==> config.mk <==
export PLATFORM = sky130hd
export DESIGN_NAME = fft_sequencer
export DESIGN_NICKNAME = d
export VERILOG_FILES = /design/src/rtl/fft_sequencer.sv
export SDC_FILE = /design/constraint.sdc
export NUM_CORES = 1
export LEC_CHECK = 0
export BUFFER_PORTS_ARGS = -buffer_cell sky130_fd_sc_hd__buf_4
export CAP_MARGIN = 20
export CORE_MARGIN = 5
export CORE_UTILIZATION = 50
export DETAILED_ROUTE_END_ITERATION = 7
export HOLD_SLACK_MARGIN = 0.08
export PLACE_DENSITY_LB_ADDON = 0.12
export RECOVER_POWER = 25
export SLEW_MARGIN = 40
export SYNTH_ARGS = -nofsm -noshare
export SYNTH_HDL_FRONTEND = slang
export SYNTH_SLANG_ARGS = --single-unit
==> constraint.sdc <==
create_clock -name clk -period 1.5 [get_ports clk]
set_input_delay 0.15 -clock clk [delete_from_list [all_inputs] [get_ports clk]]
set_output_delay 0.15 -clock clk [all_outputs]
set_load 0.005 [all_outputs]
==> src/rtl/fft_sequencer.sv <==
// Butterfly/stage sequencer for an iterative radix-2 FFT core.
// Issues per-butterfly and per-stage strobes plus a done pulse at the end of a pass.
module fft_sequencer #(
    parameter int LOG2N       = 5,
    parameter int BFLY_CYCLES = 4,
    parameter int GAP_CYCLES  = 2
) (
    input  logic             clk,
    input  logic             reset,
    input  logic             start,
    input  logic             stall,
    input  logic             abort,
    output logic             iteration_strobe,
    output logic             stage_strobe,
    output logic [2:0]       stage_count,
    output logic [LOG2N-2:0] bfly_index,
    output logic             busy,
    output logic             done
);

    // state | meaning
    // IDLE  | waiting for start
    // RUN   | executing butterflies of the current stage
    // GAP   | idle cycles between stages
    // DONE  | one-cycle done pulse, then back to IDLE
    localparam logic [1:0] S_IDLE = 2'd0;
    localparam logic [1:0] S_RUN  = 2'd1;
    localparam logic [1:0] S_GAP  = 2'd2;
    localparam logic [1:0] S_DONE = 2'd3;

    localparam logic [3:0]       BFLY_LAST  = 4'(BFLY_CYCLES - 1);
    localparam logic [3:0]       GAP_LAST   = 4'((GAP_CYCLES == 0) ? 0 : GAP_CYCLES - 1);
    localparam logic [2:0]       STAGE_LAST = 3'(LOG2N - 1);
    localparam logic [LOG2N-2:0] IDX_LAST   = '1;

    logic [1:0] state;
    logic [3:0] cycle_cnt;
    logic [3:0] gap_cnt;

    always_ff @(posedge clk or posedge reset) begin
        if (reset) begin
            state            <= S_IDLE;
            cycle_cnt        <= '0;
            gap_cnt          <= '0;
            bfly_index       <= '0;
            stage_count      <= '0;
            iteration_strobe <= 1'b0;
            stage_strobe     <= 1'b0;
            busy             <= 1'b0;
            done             <= 1'b0;
        end else begin
            iteration_strobe <= 1'b0;
            stage_strobe     <= 1'b0;
            done             <= 1'b0;
            if (abort) begin
                state       <= S_IDLE;
                cycle_cnt   <= '0;
                gap_cnt     <= '0;
                bfly_index  <= '0;
                stage_count <= '0;
                busy        <= 1'b0;
            end else begin
                case (state)
                    S_IDLE: begin
                        if (start) begin
                            state       <= S_RUN;
                            cycle_cnt   <= '0;
                            bfly_index  <= '0;
                            stage_count <= '0;
                            busy        <= 1'b1;
                        end
                    end
                    S_RUN: begin
                        if (!stall) begin
                            if (cycle_cnt == BFLY_LAST) begin
                                cycle_cnt        <= '0;
                                bfly_index       <= bfly_index + 1'b1;
                                iteration_strobe <= 1'b1;
                                if (bfly_index == IDX_LAST) begin
                                    stage_strobe <= 1'b1;
                                    if (stage_count < STAGE_LAST) begin
                                        stage_count <= stage_count + 3'd1;
                                        gap_cnt     <= '0;
                                        if (GAP_CYCLES != 0)
                                            state <= S_GAP;
                                    end else begin
                                        state <= S_DONE;
                                        busy  <= 1'b0;
                                    end
                                end
                            end else begin
                                cycle_cnt <= cycle_cnt + 4'd1;
                            end
                        end
                    end
                    S_GAP: begin
                        if (!stall) begin
                            if (gap_cnt == GAP_LAST) begin
                                gap_cnt <= '0;
                                state   <= S_RUN;
                            end else begin
                                gap_cnt <= gap_cnt + 4'd1;
                            end
                        end
                    end
                    default: begin
                        // DONE is not stallable: the pulse always lasts one cycle
                        done  <= 1'b1;
                        state <= S_IDLE;
                    end
                endcase
            end
        end
    end

endmodule

==> flow_summary.json, run 1 <==
{
  "critPathCapture": "gap_cnt[1]$_DFFE_PP0P_",
  "die_y_um": 58.7,
  "ys_top_cells_by_area": "dfrtp_1, ha_1, a21oi_1",
  "cts.clk_slew.worst_paths_ns": 0.12,
  "p_per_area_mw_per_mm2": 624,
  "worst_ir_drop_vdd_mv": 0.564,
  "nets": 164,
  "cp.required_ns": 1.70,
  "hold_slack_ns": 0.117,
  "row_count": 17,
  "ys_seq_elements": 21,
  "wl_per_cell_um": 16.2,
  "syn-cell-area_mm2": 0.00119,
  "fin_ws_ns": -0.0339,
  "setup_viol": 1,
  "start_kind": "register",
  "netlist_top_cells_count": "dfrtp_1, a21oi_1, nand2_1",
  "cts.sinks": 21,
  "seq_power_share_pct": 59.5,
  "rsz0062_at_grt": "yes",
  "ys.flop_type": "dfrtp_1",
  "avgSynthCellArea_um2": 10.4,
  "crit_buf_inv": 0,
  "track_usage_pct": 18.3,
  "outcome": "finished, violations left",
  "path_max_fanout": 3,
  "fillers": 175,
  "p_int_uw": 730,
  "netlist.area_leader.share_pct": 44.3,
  "worst_r2r_endpoint": "gap_cnt[1]$_DFFE_PP0P_",
  "dieArea_mm2": 0.00345,
  "maxSlewHeadroom_pct": 65.6,
  "power_frac_comb_pct": 12.9,
  "routed_wl_um": 2930,
  "ff_latch_area_um2": 528,
  "first_pass_iters": 4,
  "htreeDepth": 1,
  "routed-via-count": 1035,
  "r2r_slack_ns": -0.03,
  "yosys_warnings": 0,
  "synth_cell_type_count": 45,
  "io_buffers": 15,
  "grt_first_pass_wirelength_um": 4890,
  "switching_power_uw": 248,
  "maxCapViolCount": 0,
  "layout-drive-gt1-share_pct": 43.1,
  "diodes": 0,
  "io_pins": 16,
  "core_area_mm2": 0.00223,
  "max_stage_delay_ns": 0.37,
  "grt_pass1_vias": 1107,
  "critPathKind": "reg -> reg",
  "synth_edf_count": 0,
  "whs_path_depth": 2,
  "area_growth_pct": 32.1,
  "min_period_over_period_pct": 102,
  "timing.rr.start": "cycle_cnt[0]$_DFFE_PP0P_",
  "postRouteAntennaNets": 0,
  "cts_root_buf": "clkbuf_4",
  "antenna_found_initial": 0,
  "syn-num-nets": 124,
  "slowest_stage": "dfrtp_1",
  "path_cells": "ha_2 > nor4b_4 > nand4b_1 > nand2_2 > mux2_4",
  "hpwl_um": 2100,
  "min_period_ns": 1.53,
  "violations": "setup timing",
  "cts_tree": "done",
  "pwr-share-clk_pct": 27.6,
  "r2r_cells": 5,
  "cts-buffers-inserted": 3,
  "grt_max_degree": 22,
  "critPathTopFamily": "simple AND/OR/NAND/NOR gates",
  "worstSetupPathDepth": 5,
  "finalHoldViolCount": 0,
  "initial_core_util_pct": 53.2,
  "cp-end-kind": "register",
  "syn-instance-count": 114,
  "sw_frac_of_total_pct": 25.4,
  "fin_util_pct": 70.3,
  "skew_ns": 0.00795,
  "tightest_slew_ns": 0.516,
  "first_iter_violations": 17,
  "grt_remaining_overflow": 0,
  "multi_input_area_um2": 653,
  "synth_top_area_cell": "dfrtp_1",
  "arrival_ns": 1.73,
  "viasPerCell": 5.72,
  "post-place-cells": 174,
  "gp_congestion": 0.819,
  "die_x_um": 58.7,
  "drc": 0,
  "power.leakage_uw": 0.000777,
  "synth.most_common_cell": "dfrtp_1",
  "crit_path_start": "cycle_cnt[0]$_DFFE_PP0P_",
  "async_flop_share_pct": 100,
  "fin_cells": 181,
  "max_freq_ghz": 0.652,
  "hold_path_class": "in -> reg",
  "insertion_delay_ns": 0.30,
  "synth-seq-area-share_pct": 44.3,
  "slew_violations": 0,
  "cts_buffer_depth": 2
}
layout make-up:
type	count	share of cell area [%]
multi-input cells	82	41.6
flip-flops and latches	21	33.7
repair buffers	41	19.6
well taps	28	2.23
clock buffers	4	1.67
inverters	5	1.20
worst min-delay path by stage:
stage               start                         end
floorplan           reset   bfly_index[0]$_DFFE_PP0P_
global placement    reset  stage_count[2]$_DFFE_PP0P_
detailed placement  reset        state[0]$_DFFE_PP0P_
CTS                 abort        state[0]$_DFFE_PP0P_
global route        abort        state[1]$_DFFE_PP0P_
finish              abort        state[0]$_DFFE_PP0P_
flip-flops by register name (all words and copies together) (netlist names):
signal / cells
bfly_index: 4
cycle_cnt: 4
gap_cnt: 4
stage_count: 3
state: 2
busy: 1
done: 1
iteration_strobe: 1
stage_strobe: 1
power by group through the flow:
stage / logic, uW / registers (uW) / clock network (uW)
2_1_floorplan: 79.3 / 589 / 0
3_3_place_gp: 114 / 592 / 0
3_5_place_dp: 117 / 592 / 0
4_1_cts: 123 / 581 / 283
5_1_grt: 138 / 584 / 316
6_report: 126 / 583 / 270
metal layers:
layer,part of all wire [%],GRT usage (%),up-vias
met5,0,0,-
met4,0.58,8.74,0
met3,3.5,3.51,2
met2,54,31.1,19
met1,42,21.9,509
li1,-,-,505
logic make-up after synthesis:
group / count (synthesis) / synth area share (%)
fa+ha+maj: 5 / 5.27
mux: 5 / 4.53
flops: 21 / 44.3
buf+inv: 11 / 4.95
simple gates: 39 / 23.0
compound gates: 33 / 18.0
stage by stage:
step           worst slack (ns)  total power (uW)  instance area, um2  TNS, ns
2_1_floorplan            0.0141               668                1200        0
3_3_place_gp             -0.108               706                1480   -0.474
3_5_place_dp             -0.154               710                1480   -0.689
4_1_cts                 -0.0582               987                1530  -0.0656
5_1_grt                 -0.0688              1040                1570   -0.274
6_report                -0.0339               979                1570  -0.0339
worst register-to-register path, cell delays in order (launching register included):
cell	delay (ns)
dfrtp_1	0.37
ha_2	0.19
nor4b_4	0.27
nand4b_1	0.17
nand2_2	0.13
mux2_4	0.30
cells in the final DEF, fill, tap and decap left out, types with 4 or more instances in the layout:
cell type / n
buf_4: 38
dfrtp_1: 19
a21oi_1: 10
nand2_1: 6
inv_1: 5
and3_1: 4
nor2_1: 4
clkbuf_4: 4
repair_timing:
action                                 CTS  global route
endpoints found under the hold margin   21             0
setup endpoints to repair               11            14
buffers inserted                         0             3
gates resized for setup                  4             8
pin swaps                                1            11
hold buffers                             1             0
Note: power is estimated with default switching activity, not from simulation.
==> inputs of run 2 (changes only) <==
- SETUP_SLACK_MARGIN: default -> 0.15
==> flow_summary.json, run 2 (synthesis results as in run 1) <==
{
  "finalHoldViolCount": 0,
  "initial_core_util_pct": 53.2,
  "insertion_delay_ns": 0.31,
  "violations": "setup timing",
  "routed-via-count": 1092,
  "max_freq_ghz": 0.662,
  "dieArea_mm2": 0.00345,
  "fin_util_pct": 81.0,
  "nets": 174,
  "hold_path_class": "in -> reg",
  "grt_max_degree": 22,
  "p_per_area_mw_per_mm2": 579,
  "hpwl_um": 2060,
  "reg_top3": "bfly_index x4, cycle_cnt x4, gap_cnt x4",
  "htreeDepth": 1,
  "cp.required_ns": 1.71,
  "layout_common_cells": "buf_4, dfrtp_1, buf_6",
  "whs_path_depth": 2,
  "maxCapViolCount": 0,
  "cts.clk_slew.worst_paths_ns": 0.11,
  "viasPerCell": 5.72,
  "r2r_slack_ns": -0.01,
  "cp-end-kind": "register",
  "outcome": "finished, violations left",
  "min_period_ns": 1.51,
  "gp_congestion": 0.809,
  "routed_wl_um": 3170,
  "final_common_cell": "buf_4",
  "fillers": 137,
  "power.leakage_uw": 0.000852,
  "fin_ws_ns": -0.00965,
  "multi_input_area_um2": 783,
  "r2r_cells": 6,
  "grt_remaining_overflow": 0,
  "die_x_um": 58.7,
  "path_max_fanout": 3,
  "antenna_found_initial": 0,
  "track_usage_pct": 19.7,
  "cts_tree": "done",
  "cts_root_buf": "clkbuf_4",
  "tightest_slew_ns": 0.544,
  "core_area_mm2": 0.00223,
  "io_pins": 16,
  "ff_latch_area_um2": 526,
  "setup_viol": 5,
  "wl_per_cell_um": 16.6,
  "postRouteAntennaNets": 0,
  "worst_ir_drop_vdd_mv": 0.687,
  "cts.sinks": 21,
  "skew_ns": 0.00215,
  "die_y_um": 58.7,
  "cts_buffer_depth": 2,
  "area_growth_pct": 52.4,
  "start_kind": "register",
  "arrival_ns": 1.72,
  "grt_pass1_vias": 1134,
  "grt_first_pass_wirelength_um": 5290,
  "diodes": 0,
  "drc": 0,
  "first_pass_iters": 4,
  "min_period_over_period_pct": 101,
  "cts-buffers-inserted": 3,
  "io_buffers": 15,
  "layout-drive-gt1-share_pct": 54.0,
  "rsz0062_at_grt": "yes",
  "row_count": 17,
  "first_iter_violations": 21,
  "post-place-cells": 171,
  "fin_cells": 191,
  "critPathKind": "reg -> reg",
  "maxSlewHeadroom_pct": 63.7,
  "slew_violations": 0
}
[run 2: path summary, 6_finish.rpt]
kind,to,from
worst max-delay path,bfly_index[3]$_DFFE_PP0P_,cycle_cnt[1]$_DFFE_PP0P_
worst min register to register,stage_count[0]$_DFFE_PP0P_,stage_count[0]$_DFFE_PP0P_
worst min-delay path,cycle_cnt[0]$_DFFE_PP0P_,stall
min in group asynchronous,stage_count[0]$_DFFE_PP0P_,reset
worst max register to register,bfly_index[3]$_DFFE_PP0P_,cycle_cnt[1]$_DFFE_PP0P_
max in group asynchronous,bfly_index[3]$_DFFE_PP0P_,reset
[run 2: power breakdown]
| part | internal (uW) | switching [uW] |
|---|---|---|
| Clock | 104 | 175 |
| Sequential | 574 | 7.28 |
| Combinational | 87.3 | 100 |
| Total | 765 | 282 |
[run 2: stage by stage]
step	power (uW)	setup TNS (ns)	setup slack (ns)	hold slack (ns)	instance area [um2]
floorplan	668	0	0.0141	0.127	1220
global placement	715	-0.207	-0.0722	0.198	1470
detailed placement	719	-0.412	-0.0937	0.208	1470
CTS	1030	-0.0571	-0.0237	0.168	1650
global route	1110	-0.796	-0.103	0.169	1810
finish	1050	-0.0285	-0.00965	0.179	1810
[run 2: routing by layer]
metal  global-route usage, %  routed length, um  up-vias  part of all wire, %
li1                        -                  -      523                    -
met1                    25.6               1410      538                   45
met2                    32.5               1590       22                   50
met3                    3.51                 96        9                  3.0
met4                    7.12                 74        0                  2.3
met5                       0                  0        -                    0
[run 2: critical path, stage by stage (launching register included)]
cell     delay [ns]
dfrtp_1        0.42
ha_4           0.16
buf_4          0.11
nor3b_4        0.20
and4_1         0.23
o22ai_1        0.08
a22o_1         0.21
[run 2: area by class of cell]
cell class,count,share of cell area [%]
Clock buffer,4,1.45
Inverter,5,1.04
Multi-Input combinational cell,82,43.3
Sequential cell,21,29.0
Tap cell,28,1.94
Timing Repair Buffer,51,23.2
[run 2: timing repair]
item | CTS | global route
hold buffers | 1 | 0
endpoints found under the setup margin | 17 | 20
setup buffers | 8 | 7
hold endpoints to repair | 21 | 0
pin swaps | 8 | 16
gates resized for setup | 22 | 23
==> inputs of run 3 (changes only) <==
- BUFFER_PORTS_ARGS: -buffer_cell sky130_fd_sc_hd__buf_4 -> default
- CORE_UTILIZATION: 50 -> 55
- DONT_BUFFER_PORTS: default -> 1
==> flow_summary.json, run 3 (synthesis results as in run 1) <==
{
  "outcome": "finished, violations left",
  "violations": "setup timing",
  "row_count": 16,
  "slowest_stage": "dfrtp_1",
  "cts_buffer_depth": 2,
  "max_freq_ghz": 0.623,
  "grt_pass1_vias": 1181,
  "start_kind": "register",
  "grt_remaining_overflow": 0,
  "antenna_found_initial": 0,
  "p_total_uw": 1070,
  "cp.required_ns": 1.73,
  "gp_congestion": 0.851,
  "critPathKind": "reg -> reg",
  "min_period_over_period_pct": 107,
  "dieArea_mm2": 0.00319,
  "skew_ns": 0.00638,
  "first_pass_iters": 4,
  "crit_path_start": "cycle_cnt[1]$_DFFE_PP0P_",
  "worst_ir_drop_vdd_mv": 0.475,
  "critPathTopFamily": "compound AO/OA/AOI/OAI gates",
  "p_per_area_mw_per_mm2": 607,
  "die_x_um": 56.5,
  "diodes": 0,
  "finalHoldViolCount": 0,
  "layout_common_cells": "buf_4, dfrtp_1, buf_6",
  "arrival_ns": 1.84,
  "drc": 0,
  "layout-drive-gt1-share_pct": 52.2,
  "fin_cells": 184,
  "tightest_slew_ns": 0.732,
  "worstSetupPathDepth": 6,
  "cts-buffers-inserted": 3,
  "final_common_cell": "buf_4",
  "viasPerCell": 6.64,
  "routed-via-count": 1222,
  "worst_r2r_endpoint": "stage_count[1]$_DFFE_PP0P_",
  "path_cells": "ha_4 > nor4b_4 > buf_4 > a211oi_4 > o21ai_0 > o21ai_0",
  "die_y_um": 56.5,
  "cts_root_buf": "clkbuf_4",
  "critPathCapture": "stage_count[1]$_DFFE_PP0P_",
  "track_usage_pct": 22.6,
  "max_stage_delay_ns": 0.44,
  "cts_tree": "done",
  "hold_path_class": "in -> reg",
  "area_growth_pct": 48.5,
  "cts.sinks": 21,
  "core_area_mm2": 0.00200,
  "nets": 168,
  "hpwl_um": 2030,
  "initial_core_util_pct": 59.3,
  "critPathMostFrequentCell": "o21ai_0",
  "crit_buf_inv": 1,
  "power.leakage_uw": 0.000822,
  "postRouteAntennaNets": 0,
  "min_period_ns": 1.61,
  "grt_first_pass_wirelength_um": 5690,
  "htreeDepth": 1,
  "post-place-cells": 155,
  "r2r_cells": 6,
  "setup_viol": 12,
  "first_iter_violations": 58,
  "maxCapViolCount": 0,
  "routed_wl_um": 4270,
  "fin_ws_ns": -0.105,
  "pre_cts_slack_ns": -0.114,
  "timing.rr.start": "cycle_cnt[1]$_DFFE_PP0P_",
  "rsz0062_at_grt": "yes",
  "insertion_delay_ns": 0.31,
  "reg_top3": "bfly_index x4, cycle_cnt x4, gap_cnt x4",
  "maxSlewHeadroom_pct": 51.2,
  "path_max_fanout": 5,
  "cp-end-kind": "register",
  "fillers": 89,
  "io_buffers": 0,
  "wl_per_cell_um": 23.2,
  "r2r_slack_ns": -0.11,
  "cts.clk_slew.worst_paths_ns": 0.13,
  "io_pins": 16,
  "grt_max_degree": 14,
  "slew_violations": 0
}
[run 3: cell count changes in the layout (fill, tap and decap cells not counted), moves of 2 or more]
cell	delta
a21oi_1	-2
dlygate4sd3_1	+3
o21ai_0	+3
o21ai_1	-4
or3b_4	+2
a21oi_2	+2
buf_4	-9
[run 3: cell type report]
cell class	instances	area [um2]	share of cell area [%]
multi-input combinational	83	788	44.7
sequential	21	526	29.8
timing repair buffer	44	370	21.0
tap	27	33.8	1.92
clock buffer	4	26.3	1.49
inverter	5	18.8	1.06
[run 3: power by group]
group / internal [uW] / switching [uW]
logic: 91.3 / 102
clock network: 104 / 189
registers: 574 / 10.1
[run 3: worst min-delay path by stage]
stage / start / endpoint / slack, ns / depth (start not counted)
6_report: abort / cycle_cnt[2]$_DFFE_PP0P_ / 0.13 / 2
5_1_grt: abort / bfly_index[3]$_DFFE_PP0P_ / 0.11 / 2
4_1_cts: abort / busy$_DFFE_PP0P_ / 0.09 / 3
3_5_place_dp: reset / stage_count[2]$_DFFE_PP0P_ / 0.02 / 1
3_3_place_gp: reset / stage_count[2]$_DFFE_PP0P_ / 0.01 / 1
2_1_floorplan: reset / bfly_index[0]$_DFFE_PP0P_ / 0.13 / 1
[run 3: metal layers]
layer / track usage (%) / vias to the layer above / part of all wire, %
met5: 0 / - / 0
met1: 29.3 / 612 / 38
met4: 12.2 / 0 / 5.2
met2: 35.6 / 76 / 50
li1: - / 512 / -
met3: 3.90 / 22 / 6.3
[run 3: what timing repair did]
item,4_1_cts,5_1_grt
pin swaps,10,17
setup endpoints to repair,17,19
buffers inserted,13,7
gates cloned,1,0
hold endpoints to repair,31,0
resized for setup,18,26
hold buffers,4,0
[run 3: metrics by stage]
step / TNS [ns] / utilization (%) / area [um2] / hold slack, ns
6_report: -0.799 / 88.1 / 1760 / 0.129
5_1_grt: -1.54 / 88.1 / 1760 / 0.111
4_1_cts: -0.0211 / 80.5 / 1610 / 0.0921
3_5_place_dp: -0.534 / 67.9 / 1360 / 0.0236
3_3_place_gp: -0.277 / 67.9 / 1360 / 0.0149
2_1_floorplan: 0 / - / 1220 / 0.127
